==> src/rtl/wb_pic_lite.sv <==
// rtl/wb_pic_lite.sv - edge-triggered fixed-priority interrupt controller with a Wishbone classic register slave.
// Optional build macro AUTO_EOI_EN: interrupt_done retires the vector without setting ISR; EOI becomes a no-op.
module wb_pic_lite #(
   parameter int NIRQ = 8,
   parameter int DW   = 32
) (
   input  logic            wb_clk_i,
   input  logic            wb_rst_n_i,
   input  logic [NIRQ-1:0] irq_i,
   input  logic [3:0]      wbs_adr_i,
   input  logic [DW-1:0]   wbs_dat_i,
   input  logic [DW/8-1:0] wbs_sel_i,
   input  logic            wbs_we_i,
   input  logic            wbs_cyc_i,
   input  logic            wbs_stb_i,
   output logic [DW-1:0]   wbs_dat_o,
   output logic            wbs_ack_o,
   output logic            interrupt_do,
   output logic [7:0]      interrupt_vector,
   input  logic            interrupt_done
);

   localparam logic [7:0] LINE_MASK = 8'((16'd1 << NIRQ) - 16'd1);

   localparam logic [1:0] REG_BASE = 2'd0;
   localparam logic [1:0] REG_IMR  = 2'd1;
   localparam logic [1:0] REG_STAT = 2'd2;
   localparam logic [1:0] REG_EOI  = 2'd3;

   typedef enum logic {ST_IDLE, ST_REQ} state_t;

   state_t          state_q, state_d;
   logic [NIRQ-1:0] sync1_q, sync2_q, edge_q;
   logic [7:0]      irr_q, irr_d;
   logic [7:0]      isr_q, isr_d;
   logic [7:0]      imr_q, imr_d;
   logic [4:0]      base_q, base_d;
   logic            ack_q, ack_d;
   logic [DW-1:0]   dat_q, dat_d;
   logic            do_q, do_d;
   logic [7:0]      vec_q, vec_d;
   logic [2:0]      num_q, num_d;

   logic [7:0]      rise;
   logic [7:0]      pend;
   logic [7:0]      eoi_clr;
   logic [7:0]      done_set;
   logic            wb_req, wb_wr, eoi_wr;
   logic            win_found, blocked;
   logic [2:0]      win_n;

   logic unused_bits;
   assign unused_bits = ^{wbs_adr_i[1:0], wbs_dat_i[DW-1:8], wbs_sel_i[DW/8-1:1]};

   assign wbs_dat_o        = dat_q;
   assign wbs_ack_o        = ack_q;
   assign interrupt_do     = do_q;
   assign interrupt_vector = vec_q;

   always_comb begin
      rise = '0;
      rise[NIRQ-1:0] = sync2_q & ~edge_q;

      wb_req = wbs_cyc_i & wbs_stb_i & ~ack_q;
      wb_wr  = wb_req & wbs_we_i & wbs_sel_i[0];
      eoi_wr = wb_wr & (wbs_adr_i[3:2] == REG_EOI);

      // Lowest pending unmasked line wins; any in-service line of equal or higher priority blocks it.
      pend      = irr_q & ~imr_q;
      win_found = 1'b0;
      win_n     = 3'd0;
      for (int i = 7; i >= 0; i--) begin
         if (pend[i]) begin
            win_found = 1'b1;
            win_n     = 3'(i);
         end
      end
      blocked = 1'b0;
      for (int i = 0; i < 8; i++) begin
         if (isr_q[i] && (i <= int'(win_n))) blocked = 1'b1;
      end

      eoi_clr = '0;
      for (int i = 7; i >= 0; i--) begin
         if (isr_q[i]) begin
            eoi_clr    = '0;
            eoi_clr[i] = 1'b1;
         end
      end

      state_d  = state_q;
      do_d     = do_q;
      vec_d    = vec_q;
      num_d    = num_q;
      done_set = '0;
      case (state_q)
         ST_IDLE: begin
            if (win_found && !blocked) begin
               state_d = ST_REQ;
               do_d    = 1'b1;
               vec_d   = {base_q, win_n};
               num_d   = win_n;
            end
         end
         ST_REQ: begin
            if (interrupt_done) begin
               state_d         = ST_IDLE;
               do_d            = 1'b0;
               done_set[num_q] = 1'b1;
            end
         end
         default: state_d = ST_IDLE;
      endcase

      // A fresh edge in the retire cycle re-arms the line.
      irr_d = (irr_q & ~done_set) | rise;
`ifdef AUTO_EOI_EN
      isr_d = '0;
`else
      isr_d = (isr_q & ~(eoi_wr ? eoi_clr : 8'h00)) | done_set;
`endif

      base_d = base_q;
      imr_d  = imr_q;
      if (wb_wr) begin
         case (wbs_adr_i[3:2])
            REG_BASE: base_d = wbs_dat_i[7:3];
            REG_IMR:  imr_d  = wbs_dat_i[7:0] & LINE_MASK;
            default:  ;
         endcase
      end

      ack_d = wb_req;
      dat_d = '0;
      if (wb_req && !wbs_we_i) begin
         case (wbs_adr_i[3:2])
            REG_BASE: dat_d = DW'({base_q, 3'b000});
            REG_IMR:  dat_d = DW'(imr_q);
            REG_STAT: dat_d = DW'({do_q, isr_q, irr_q});
            default:  dat_d = '0;
         endcase
      end
   end

   always_ff @(posedge wb_clk_i) begin
      if (!wb_rst_n_i) begin
         state_q <= ST_IDLE;
         sync1_q <= '0;
         sync2_q <= '0;
         edge_q  <= '0;
         irr_q   <= '0;
         isr_q   <= '0;
         imr_q   <= LINE_MASK;
         base_q  <= 5'd1;
         ack_q   <= 1'b0;
         dat_q   <= '0;
         do_q    <= 1'b0;
         vec_q   <= '0;
         num_q   <= '0;
      end else begin
         state_q <= state_d;
         sync1_q <= irq_i;
         sync2_q <= sync1_q;
         edge_q  <= sync2_q;
         irr_q   <= irr_d;
         isr_q   <= isr_d;
         imr_q   <= imr_d;
         base_q  <= base_d;
         ack_q   <= ack_d;
         dat_q   <= dat_d;
         do_q    <= do_d;
         vec_q   <= vec_d;
         num_q   <= num_d;
      end
   end

endmodule

==> config.mk <==
export PLATFORM = sky130hd
export DESIGN_NAME = wb_pic_lite
export DESIGN_NICKNAME = d
export VERILOG_FILES = /design/src/rtl/wb_pic_lite.sv
export SDC_FILE = /design/constraint.sdc
export NUM_CORES = 1
export LEC_CHECK = 0
export ABC_AREA = 1
export BUFFER_PORTS_ARGS = -buffer_cell sky130_fd_sc_hd__buf_2
export CORE_MARGIN = 2
export CORE_UTILIZATION = 51
export DETAILED_ROUTE_END_ITERATION = 6
export PLACE_DENSITY_LB_ADDON = 0.15
export SLEW_MARGIN = 20
export SYNTH_ARGS = -nofsm -noshare
export SYNTH_HDL_FRONTEND = slang
export SYNTH_SLANG_ARGS = --single-unit
export TNS_END_PERCENT = 100
==> constraint.sdc <==
create_clock -name wb_clk_i -period 2.09 [get_ports wb_clk_i]
set_input_delay 0 -clock wb_clk_i [delete_from_list [all_inputs] [get_ports wb_clk_i]]
set_output_delay 0 -clock wb_clk_i [all_outputs]
set_load 0.01 [all_outputs]
==> results.md <==
* Area share of the largest cell type after synthesis at 51.5%
* YS warnings at 0
* CTS H-tree depth at 3
* Rows at 28
* Ys async rst share at 0%
* Total GRT Usage at 21.3%
* Post-Syn Area at 3150 um2
* GR Overflow Total at 0
* CP max-delay cell: dfxtp_1
* Hold WC Path Type: input port to flip-flop
* Area Overhead vs Synth at 22.1%
* Rel. slew slack at between 60 and 70%
* NumNets Final at 531
* Hold Vio Cnt, Final at 0
* Slew at the pin with the worst max-slew slack at 532 ps
* DR vias/cell at 4.73
* Unique cell type count in the Yosys netlist at 25
* Via count at 2634
* Chip Height at ~83 um
* Post-synth EDFFs at 0
* Place WS at 257 ps
* Mapped Cells at 402
* Total Neg Setup Slack at 0 ps
* Worst R2R Path Depth at 13
* #FFs+latches synth at 81
* Worst Path Required at 2370 ps
* Max-cap violation count at 0
* Worst path bufs/invs at 3
* RSZ-0062 raised after global routing: false
* # setup viols final at 0
* PortBufs at 51
* Maximum VDD drop at 0.451 mV
* Synth area leaders: dfxtp_1, nand2_1, inv_1
* Iter 0 DRT Violations at roughly 90
* Clock Sinks at between 80 and 90
* Initial Utilization at 52.8%
* ANT cells at 0
* Clk root buf: clkbuf_8
* Share of power burned in registers at between 50% and 60%
* CTS tree: built
* WL/cell at 11.8 um
* Die X at 82.6 um
* Post-synthesis sequential area ratio at 51.5%
* Startpoint of the worst-slack reg-to-reg timing path: imr_q[4]$_SDFFE_PN1P_
* Count leader, synth: nand2_1
* Worst EP arrival at 2150 ps
* CTS Buf Count at 9
* Worst clock skew at 3.47 ps
* Number of placed I/O pins at 96
* Drt pass-1 iters at 4
* Clock buffer depth at 2
* Family with the most delay on the worst path: simple AND/OR/NAND/NOR gates
* Synth Area per Inst at between 7 and 8 um2
* Worst path max stage delay at 320 ps
* First-pass GRT wire length at 10800 um
* Crit path from: imr_q[4]$_SDFFE_PN1P_
* LEAKAGE at 1.89 nW
* Min Tclk post-route at 1870 ps
* Top cell type by total area after synthesis: dfxtp_1
* WP depth at 13
* Final WL at 6590 um
* Core ar. at ~6000 um2
* Fmax achieved at 534 MHz
* Startpoint types: flip-flop
* Switch share at 22.8%
* Initial antenna violation count at 0
* Reg clk slew, reported paths at 80 ps
* Worst Setup EP: interrupt_vector[2]$_SDFFE_PN0P_
* Post-route setup slack at 219 ps
* Endpoint class of the critical path: flip-flop
* Clock latency on the worst-skew pair at 350 ps
* Post-cts resize count at 0
* Internal power at 2.36 mW
* Flop-to-flop setup slack at 220 ps
* Layout cells sized above 1 at 21.0%
* Logic gate share of total power at 6.0%
* Power Density at 797 nW/um2
* CP Max Fanout at 8
* Post-route ant nets at 0
* CP Class: flip-flop to flip-flop
* Number of global-route vias before repair at 2348
* Status: finished clean
* Routability cong. at 0.844
* Primary FF master, synth: dfxtp_1
* Dpl hpwl at 4640 um
* Crit path cell chain: inv_1 > nand2_2 > nand2_4 > o21ai_4 > inv_2 > nor2_2 > nor2_1 > nor2_2 > nand2_2 > nor2_4 > buf_4 > nand2_4 > a21oi_2
* DIE AREA at 6810 um2
* Reg-to-Reg End: interrupt_vector[2]$_SDFFE_PN0P_
* Buffer count from post-CTS setup fixing at 0
* Crit share post-route at between 80% and 90%
* Pin count of the biggest net entering global routing at 54
* Post-route DRC at 0
* Net Sw Power at 700 uW
* Commonest cells in the netlist: nand2_1, dfxtp_1, inv_1
* Clk pwr share at 41.9%
* Layout Utilization at 64.5%
* Pins Over Slew Limit at 0
==> state kept, by name, summed over array words and instances, names as in the netlist <==
register          flops
sync2_q               8
imr_q                 8
sync1_q               8
edge_q                8
interrupt_vector      8
wbs_dat_o            17
base_q                5
state_q               1
irr_q                 8
wbs_ack_o             1
interrupt_do          1
isr_q                 8
==> layout make-up <==
| cell class | instances | area [um2] |
|---|---|---|
| Clock buffer | 10 | 138 |
| Clock inverter | 6 | 91.3 |
| Fill cell | 538 | 2110 |
| Inverter | 61 | 229 |
| Multi-Input combinational cell | 247 | 1170 |
| Sequential cell | 81 | 1620 |
| Tap cell | 75 | 93.8 |
| Timing Repair Buffer | 77 | 498 |
==> cell families after synthesis <==
kind of cell	synth area share, %
and+or+nand+nor	22.7
DFF	51.5
buffers and inverters	13.0
AOI/OAI and AO/OA	12.6
other	0.119
==> worst min-delay path by stage <==
stage | endpoint | cells past startpoint | start
2_1_floorplan | sync1_q[0]$_SDFF_PN0_ | 2 | irq_i[0]
3_3_place_gp | sync1_q[7]$_SDFF_PN0_ | 3 | irq_i[7]
5_1_grt | isr_q[0]$_SDFF_PN0_ | 4 | wbs_adr_i[2]
4_1_cts | wbs_dat_o[1]$_SDFF_PN0_ | 4 | wbs_adr_i[3]
3_5_place_dp | sync1_q[4]$_SDFF_PN0_ | 3 | irq_i[4]
6_report | wbs_dat_o[1]$_SDFF_PN0_ | 4 | wbs_adr_i[3]
==> power by group through the flow <==
stage | sequential [mW] | clock [mW] | combinational (mW)
after floorplan | 1.63 | 0 | 0.116
after global placement | 1.63 | 0 | 0.151
after detailed placement | 1.63 | 0 | 0.154
after CTS | 1.60 | 1.30 | 0.181
after global routing | 1.60 | 1.36 | 0.207
final | 1.60 | 1.28 | 0.184
==> layer usage <==
| metal | global-route usage [%] | vias to the layer above | part of all wire, % |
|---|---|---|---|
| met5 | 0 | - | 0 |
| met4 | 9.02 | 0 | 2.1 |
| met3 | 4.78 | 14 | 5.4 |
| met2 | 34.9 | 85 | 47 |
| met1 | 26.8 | 1160 | 46 |
| li1 | - | 1375 | - |
==> worst register-to-register path: stages, from the launching register on <==
cell and delay, ps:
dfxtp_1 320, inv_1 70, nand2_2 100, nand2_4 70, o21ai_4 210, inv_2 60
nor2_2 120, nor2_1 60, nor2_2 120, nand2_2 80, nor2_4 160, buf_4 230
nand2_4 90, a21oi_2 120
==> per-stage QoR <==
stage	power, mW	cells	hold WS [ps]	instance area [um2]
finish	3.06	557	79.3	3840
floorplan	1.75	416	97.6	3200
detailed placement	1.79	522	184	3420
global route	3.16	557	101	3840
global placement	1.78	522	180	3420
CTS	3.07	557	68.5	3840
==> what timing repair did <==
action | CTS | global route
setup endpoints to repair | 0 | 0
hold buffers | 19 | 0
hold endpoints to repair | 24 | 0
==> placed cells by master, fill, tap and decap left out, drive strengths merged, types with 3 or more instances in the layout <==
cell type	netlist	final
clkinvlp	0	3
o21ai	20	20
a21oi	29	29
nand3	17	17
nand2	104	104
dlygate4sd3	0	19
o22ai	3	3
inv	61	61
clkbuf	9	10
buf	18	58
conb	1	15
dfxtp	81	81
o211ai	8	8
nor2	42	42
nor3	5	5
Note: power is estimated with default switching activity, not from simulation.
